[src/rtl/tempo_beat_gen.sv]
// rtl/tempo_beat_gen.sv - Phase-accumulator metronome emitting tick/beat/bar pulses
// Optional macro TEMPO_BPM_CLAMP_EN clamps bpm into [BPM_MIN, BPM_MAX].
module tempo_beat_gen #(
  parameter int CLK_HZ   = 100000000,
  parameter int BPM_W    = 9,
  parameter int SUB_LOG2 = 2,
  parameter int BEAT_W   = 4,
  parameter int BPM_MIN  = 30,
  parameter int BPM_MAX  = 300
) (
  input  logic                clk,
  input  logic                rst,
  input  logic                run,
  input  logic                sync,
  input  logic [BPM_W-1:0]    bpm,
  input  logic [BEAT_W-1:0]   beats_per_bar,
  output logic                tick,
  output logic                beat,
  output logic                bar,
  output logic [SUB_LOG2-1:0] sub_idx,
  output logic [BEAT_W-1:0]   beat_idx,
  output logic                active
);

  localparam logic [63:0] PERIOD  = 64'(CLK_HZ) * 64'd60;
  localparam logic [63:0] INC_MAX = ((64'd1 << BPM_W) - 64'd1) << SUB_LOG2;
  localparam int          ACC_W   = $clog2(PERIOD + INC_MAX + 64'd1);
  localparam logic [ACC_W-1:0] P_ACC = PERIOD[ACC_W-1:0];

  logic [ACC_W-1:0]    acc_q, acc_d;
  logic [SUB_LOG2-1:0] sub_q, sub_d;
  logic [BEAT_W-1:0]   beat_idx_q, beat_idx_d;
  logic                tick_q, tick_d;
  logic                beat_q, beat_d;
  logic                bar_q, bar_d;
  logic                active_q, active_d;

  logic [BPM_W-1:0]    bpm_eff;
  logic [ACC_W-1:0]    inc;
  logic [ACC_W-1:0]    sum;
  logic [BEAT_W-1:0]   last_beat;
  logic                start;

  always_comb begin
`ifdef TEMPO_BPM_CLAMP_EN
    if (32'(bpm) < BPM_MIN) begin
      bpm_eff = BPM_W'(BPM_MIN);
    end else if (32'(bpm) > BPM_MAX) begin
      bpm_eff = BPM_W'(BPM_MAX);
    end else begin
      bpm_eff = bpm;
    end
`else
    bpm_eff = bpm;
`endif
  end

  // ACC_W is sized so acc (< P) plus the largest increment never wraps.
  assign inc       = ACC_W'(bpm_eff) << SUB_LOG2;
  assign sum       = acc_q + inc;
  assign last_beat = (beats_per_bar == '0) ? '0 : beats_per_bar - 1'b1;
  assign start     = run && (!active_q || sync);

  always_comb begin
    acc_d      = acc_q;
    sub_d      = sub_q;
    beat_idx_d = beat_idx_q;
    tick_d     = 1'b0;
    beat_d     = 1'b0;
    bar_d      = 1'b0;
    active_d   = run;
    if (!run) begin
      acc_d      = '0;
      sub_d      = '0;
      beat_idx_d = '0;
    end else if (start) begin
      acc_d      = '0;
      sub_d      = '0;
      beat_idx_d = '0;
      tick_d     = 1'b1;
      beat_d     = 1'b1;
      bar_d      = 1'b1;
    end else if (sum >= P_ACC) begin
      acc_d  = sum - P_ACC;
      tick_d = 1'b1;
      sub_d  = sub_q + 1'b1;
      if (sub_q == '1) begin
        beat_d = 1'b1;
        // >= rather than == so a mid-bar shrink of beats_per_bar still closes the bar
        if (beat_idx_q >= last_beat) begin
          beat_idx_d = '0;
          bar_d      = 1'b1;
        end else begin
          beat_idx_d = beat_idx_q + 1'b1;
        end
      end
    end else begin
      acc_d = sum;
    end
  end

  always_ff @(posedge clk or negedge rst) begin
    if (!rst) begin
      acc_q      <= '0;
      sub_q      <= '0;
      beat_idx_q <= '0;
      tick_q     <= 1'b0;
      beat_q     <= 1'b0;
      bar_q      <= 1'b0;
      active_q   <= 1'b0;
    end else begin
      acc_q      <= acc_d;
      sub_q      <= sub_d;
      beat_idx_q <= beat_idx_d;
      tick_q     <= tick_d;
      beat_q     <= beat_d;
      bar_q      <= bar_d;
      active_q   <= active_d;
    end
  end

  assign tick     = tick_q;
  assign beat     = beat_q;
  assign bar      = bar_q;
  assign sub_idx  = sub_q;
  assign beat_idx = beat_idx_q;
  assign active   = active_q;

endmodule
[config.mk]
export PLATFORM = sky130hd
export DESIGN_NAME = tempo_beat_gen
export DESIGN_NICKNAME = d
export VERILOG_FILES = /design/src/rtl/tempo_beat_gen.sv
export SDC_FILE = /design/constraint.sdc
export NUM_CORES = 1
export LEC_CHECK = 0
export ABC_AREA = 1
export BUFFER_PORTS_ARGS = -buffer_cell sky130_fd_sc_hd__buf_2
export CORE_MARGIN = 3
export CORE_UTILIZATION = 56
export CTS_CLUSTER_DIAMETER = 80
export CTS_CLUSTER_SIZE = 12
export DETAILED_ROUTE_END_ITERATION = 8
export PLACE_DENSITY_LB_ADDON = 0.2
export SLEW_MARGIN = 30
export SYNTH_ARGS = -nofsm -noshare
export SYNTH_HDL_FRONTEND = slang
export SYNTH_SLANG_ARGS = --single-unit
[constraint.sdc]
create_clock -name clk -period 2.6 [get_ports clk]
set_input_delay 0 -clock clk [delete_from_list [all_inputs] [get_ports clk]]
set_output_delay 0 -clock clk [all_outputs]
set_load 0.02 [all_outputs]
==> impl_metrics.toml, run 1 <==
[die]
io_pins = 27
placementRows = 30
start_util = 0.5943
die_y_um = 92.08
die_x_um = 92.08

[logic_synthesis]
yosysUniqueCellTypes = 39
ys_seq_area_frac = 0.2473
yosysTopAreaCell = "dfrtp_1"
synth_top_area_frac = 0.2473
synthesis.area_mm2 = 0.004149
yosysWarnings = 0
synth_cells = 710
syn_nets = 744
synth_area_per_cell_um2 = 5.844
synthTopCellsByArea = "dfrtp_1 (25%), nand2_1 (22%), nand3_1 (9.7%)"
synth-seq-cells = 41

[clock_tree]
cts_root_buf = "clkbuf_8"
h-tree-depth = 2
cts_buffers = 5
clk_path_buf_depth = 2
numClockSinks = 41

[timing]
worstEndpointType = "register data pin"
worst_endpoint = "acc_q[20]$_DFF_PN0_/D"

[outcome]
error = "[ERROR GRT-0232] Routing congestion too high. Check the congestion heatmap in the GUI."
status = "aborted with a tool error"
lastStage = "global routing"

[placement]
gp_congestion = 1.005
port_buffers = 26
hpwlAfterDp_mm = 11.42
place_ws_ns = -0.4141

[grt]
track_usage = 0.6622
grt_max_degree = 42
overflow = 31
[synthesized netlist by cell type, drive strengths merged]
| library cell | instances |
|---|---|
| inv | 96 |
| nand3b | 2 |
| nand4 | 15 |
| ha | 16 |
| a21boi | 2 |
| o31ai | 2 |
| clkbuf | 4 |
| xnor2 | 5 |
| dfrtp | 41 |
| nand3 | 85 |
| or2 | 2 |
| fa | 1 |
| o21a | 2 |
| nand2 | 258 |
| o21ai | 12 |
| xor2 | 7 |
| clkinv | 1 |
| and3 | 2 |
| a21oi | 33 |
| nor2 | 104 |
| o21bai | 1 |
| buf | 6 |
| nor3 | 10 |
| and2 | 2 |
| nor3b | 1 |
[what timing repair did]
action / 4_1_cts
resized for setup: 72
pin swaps: 32
setup buffers: 14
endpoints found under the setup margin: 32
gates cloned: 2
hold endpoints to repair: 43
hold buffers: 2
[cell families after synthesis]
kind of cell,Yosys count,synth area share
AO/OA/AOI/OAI,52,0.06785
adder cells (fa/ha/maj),17,0.05308
flip-flops,41,0.2473
buffers and inverters,107,0.1037
AND/OR/NAND/NOR,481,0.5009
XOR/XNOR,12,0.02714
[metal layers]
metal / GRT usage / overflow
met2: 0.8583 / 16
met5: 0.06410 / 0
met4: 0.6782 / 14
met1: 0.6494 / 1
met3: 0.4840 / 0
[metrics by stage]
| stage | cells | TNS (ns) | instance area, µm² |
|---|---|---|---|
| 2_1_floorplan | 710 | -0.1425 | 4244 |
| 3_3_place_gp | 938 | -8.606 | 5336 |
| 3_5_place_dp | 938 | -11.25 | 5336 |
| 4_1_cts | 963 | -7.667 | 5927 |
==> inputs of run 2 (changes only) <==
--- a/config.mk
+++ b/config.mk
@@ -8,11 +8,9 @@
 export ABC_AREA = 1
 export BUFFER_PORTS_ARGS = -buffer_cell sky130_fd_sc_hd__buf_2
 export CORE_MARGIN = 3
-export CORE_UTILIZATION = 56
-export CTS_CLUSTER_DIAMETER = 80
-export CTS_CLUSTER_SIZE = 12
+export CORE_UTILIZATION = 40
 export DETAILED_ROUTE_END_ITERATION = 8
-export PLACE_DENSITY_LB_ADDON = 0.2
+export PLACE_DENSITY_LB_ADDON = 0.15
 export SLEW_MARGIN = 30
 export SYNTH_ARGS = -nofsm -noshare
 export SYNTH_HDL_FRONTEND = slang
==> constraint.sdc (replaced) <==
create_clock -name clk -period 3.4 [get_ports clk]
set_input_delay 0 -clock clk [delete_from_list [all_inputs] [get_ports clk]]
set_output_delay 0 -clock clk [all_outputs]
set_load 0.02 [all_outputs]
==> run 2 against run 1 <==
The flow now finishes without violations. Synthesized cell count unchanged. Area after synthesis unchanged.
==> impl_metrics.toml, run 2 <==
[timing]
tightestPinTransition_ns = 0.5884
rsz0062_at_grt = "no"
fin_crit_ns = 3.163
slew_viol_final = 0
finClkSkew_ns = 0.01709
final.setup.tns_ns = 0
setup_violations = 0
final_hold_viol_count = 0
slew_headroom = 0.6073
post-route-period-util = 0.9302
fmax_mhz = 316.2

[placement]
gp_congestion = 0.9920
hpwlAfterDp_mm = 10.13
dpl_cell_area_mm2 = 0.004439
port_buffers = 26

[grt]
grt_max_degree = 42
track_usage = 0.2275
antenna_found_initial = 0
grt_pass1_vias = 4181
grt_pass1_wl_mm = 20.60
overflow = 0

[clock_tree]
cts_buffers = 5
clkLatencyLatePin_ns = 0.32
cts_root_buf = "clkbuf_8"
clk_path_buf_depth = 2
cts_tree = "built"
cts.clk_slew.worst_paths_ns = 0.10
h-tree-depth = 2
numClockSinks = 41

[logic_synthesis]
synth_most_common_cell = "nand2_1"
synth_top_family_by_area = "simple AND/OR/NAND/NOR gates"
synth-simple-area-share = 0.5009
synth_adder_area_share = 0.05308
synth-seq-cells = 41
synthArstFlopShare = 1.000
synthTopCellsByArea = "dfrtp_1 (25%), nand2_1 (22%), nand3_1 (9.7%)"
yosysWarnings = 0
synth_mux_area_frac = 0
synthXorXnorAreaFrac = 0.02714
synth_compound_area_frac = 0.06785
synthesis.area_mm2 = 0.004149
synth_edf_count = 0
synth_top_flop_cell = "dfrtp_1"
synth_area_per_cell_um2 = 5.844
synth_top_area_frac = 0.2473
yosysTopAreaCell = "dfrtp_1"
synth_cells = 710
synth_commonest_cells = "nand2_1 (248), nor2_1 (94), inv_1 (90), nand3_1 (80), dfrtp_1 (41)"
ys_seq_area_frac = 0.2473
yosysUniqueCellTypes = 39
syn_nets = 744

[detailed_routing]
dr.first_iter.drc_count = 280
drc = 0
finalWirelength_mm = 12.45
firstDrtPassIters = 5
avgViaCountPerCell = 5.140
wl_per_cell_um = 14.21
final_antenna_net_count = 0
vias = 4503

[worst_setup_path]
crit_type = "reg -> reg"
startpoint_type = "flip-flop"
path_max_fanout = 26
endpoint_kind = "flip-flop"
arrival_ns = 3.37
required_ns = 3.61

[die]
die_y_um = 107.8
start_util = 0.4187
io_pins = 27
core_region_area_mm2 = 0.009910
placementRows = 36
die_x_um = 107.8
fp.dieArea_mm2 = 0.01163

[job]
maxCapViolations = 0

[final_layout]
final.fill_count = 1079
layout_commonest_cell = "nand2_1"
drive_gt1_frac = 0.1211
largest_register_ffs = 31
antenna_cells = 0
nNetsFinal = 776
fin_area_mm2 = 0.004611
final_cell_mix = "nand2_1 (246), inv_1 (90), nor2_1 (88)"
syn_to_final_growth_pct = 11.13
largest_register = "acc_q"

[power]
p_per_area_mw_per_mm2 = 217.3
total_leakage_power_uw = 0.002409
finalPower_uw = 1002
ir_drop_mv = 0.1421

[outcome]
status = "finished, final reports clean"

[worst_hold_path]
hp-class = "in -> reg"
-- run 2: power breakdown --
| part | internal [µW] | switching (µW) |
|---|---|---|
| registers | 494 | 3.47 |
| logic | 46.0 | 91.0 |
| clock network | 153 | 215 |
-- run 2: cells by family (layout without fill, tap and decap cells) --
group                    Yosys count  after routing
buffers and inverters            107            140
AND/OR/NAND/NOR                  481            481
AO/OA/AOI/OAI                     52             52
XOR/XNOR                          12             12
flip-flops                        41             41
adder cells (fa/ha/maj)           17             17
-- run 2: per-stage QoR --
| step | worst slack [ns] | hold slack, ns | instances | utilization |
|---|---|---|---|---|
| 2_1_floorplan | 0.5897 | -0.2956 | 710 | - |
| 3_3_place_gp | 0.2206 | 0.1386 | 865 | 0.4480 |
| 3_5_place_dp | 0.1428 | 0.1388 | 865 | 0.4480 |
| 4_1_cts | 0.1235 | 0.06526 | 875 | 0.4596 |
| 5_1_grt | 0.006238 | 0.07414 | 876 | 0.4653 |
| 6_report | 0.2375 | 0.07479 | 876 | 0.4653 |
-- run 2: final timing paths --
| kind | start | to | slack (ns) | depth (start not counted) |
|---|---|---|---|---|
| max in group asynchronous | rst | acc_q[23] | 2.80 | 2 |
| max reg2reg | acc_q[2] | beat_idx[3] | 0.24 | 19 |
| min in group asynchronous | rst | acc_q[5] | 0.20 | 2 |
| max | acc_q[2] | beat_idx[3] | 0.24 | 19 |
| min reg2reg | sub_idx[1] | sub_idx[1] | 0.52 | 2 |
| min | bpm[0] | acc_q[2] | 0.07 | 4 |
-- run 2: final cells by class --
cell class,count,area [µm²],share of cell area
flip-flops and latches,41,1026,0.2225
multi-input cells,562,2741,0.5946
clock buffers,5,68.82,0.01493
repair buffers,35,217.7,0.04722
clock inverters,3,26.28,0.005699
inverters,97,364.1,0.07897
well taps,133,166.4,0.03609
-- run 2: repair_timing --
item	4_1_cts	5_1_grt
hold buffers	2	0
endpoints found under the hold margin	44	0
setup endpoints to repair	0	32
resized for setup	0	13
buffers inserted	0	1
-- run 2: layer usage --
layer,GRT usage,vias up,part of all wire
li1,-,2312,-
met1,0.3144,2025,0.45
met2,0.3637,135,0.45
met3,0.02819,31,0.062
met4,0.08206,0,0.035
met5,0,-,0
-- run 2: critical path, cell delays in order (launching register included) --
cell	delay, ns
dfrtp_1	0.38
ha_1	0.23
fa_2	0.39
nand3_1	0.11
nand3_1	0.18
nand3_2	0.14
nand3_2	0.17
nand3_1	0.13
nand2_1	0.16
nor2_4	0.16
nand2_1	0.09
nor2_1	0.08
nand2_1	0.08
nand2_2	0.12
nand2_2	0.10
nand3_2	0.12
buf_12	0.17
nand2_2	0.10
nand3_1	0.08
nand2_1	0.06
Power figures use the tool's default switching activity.
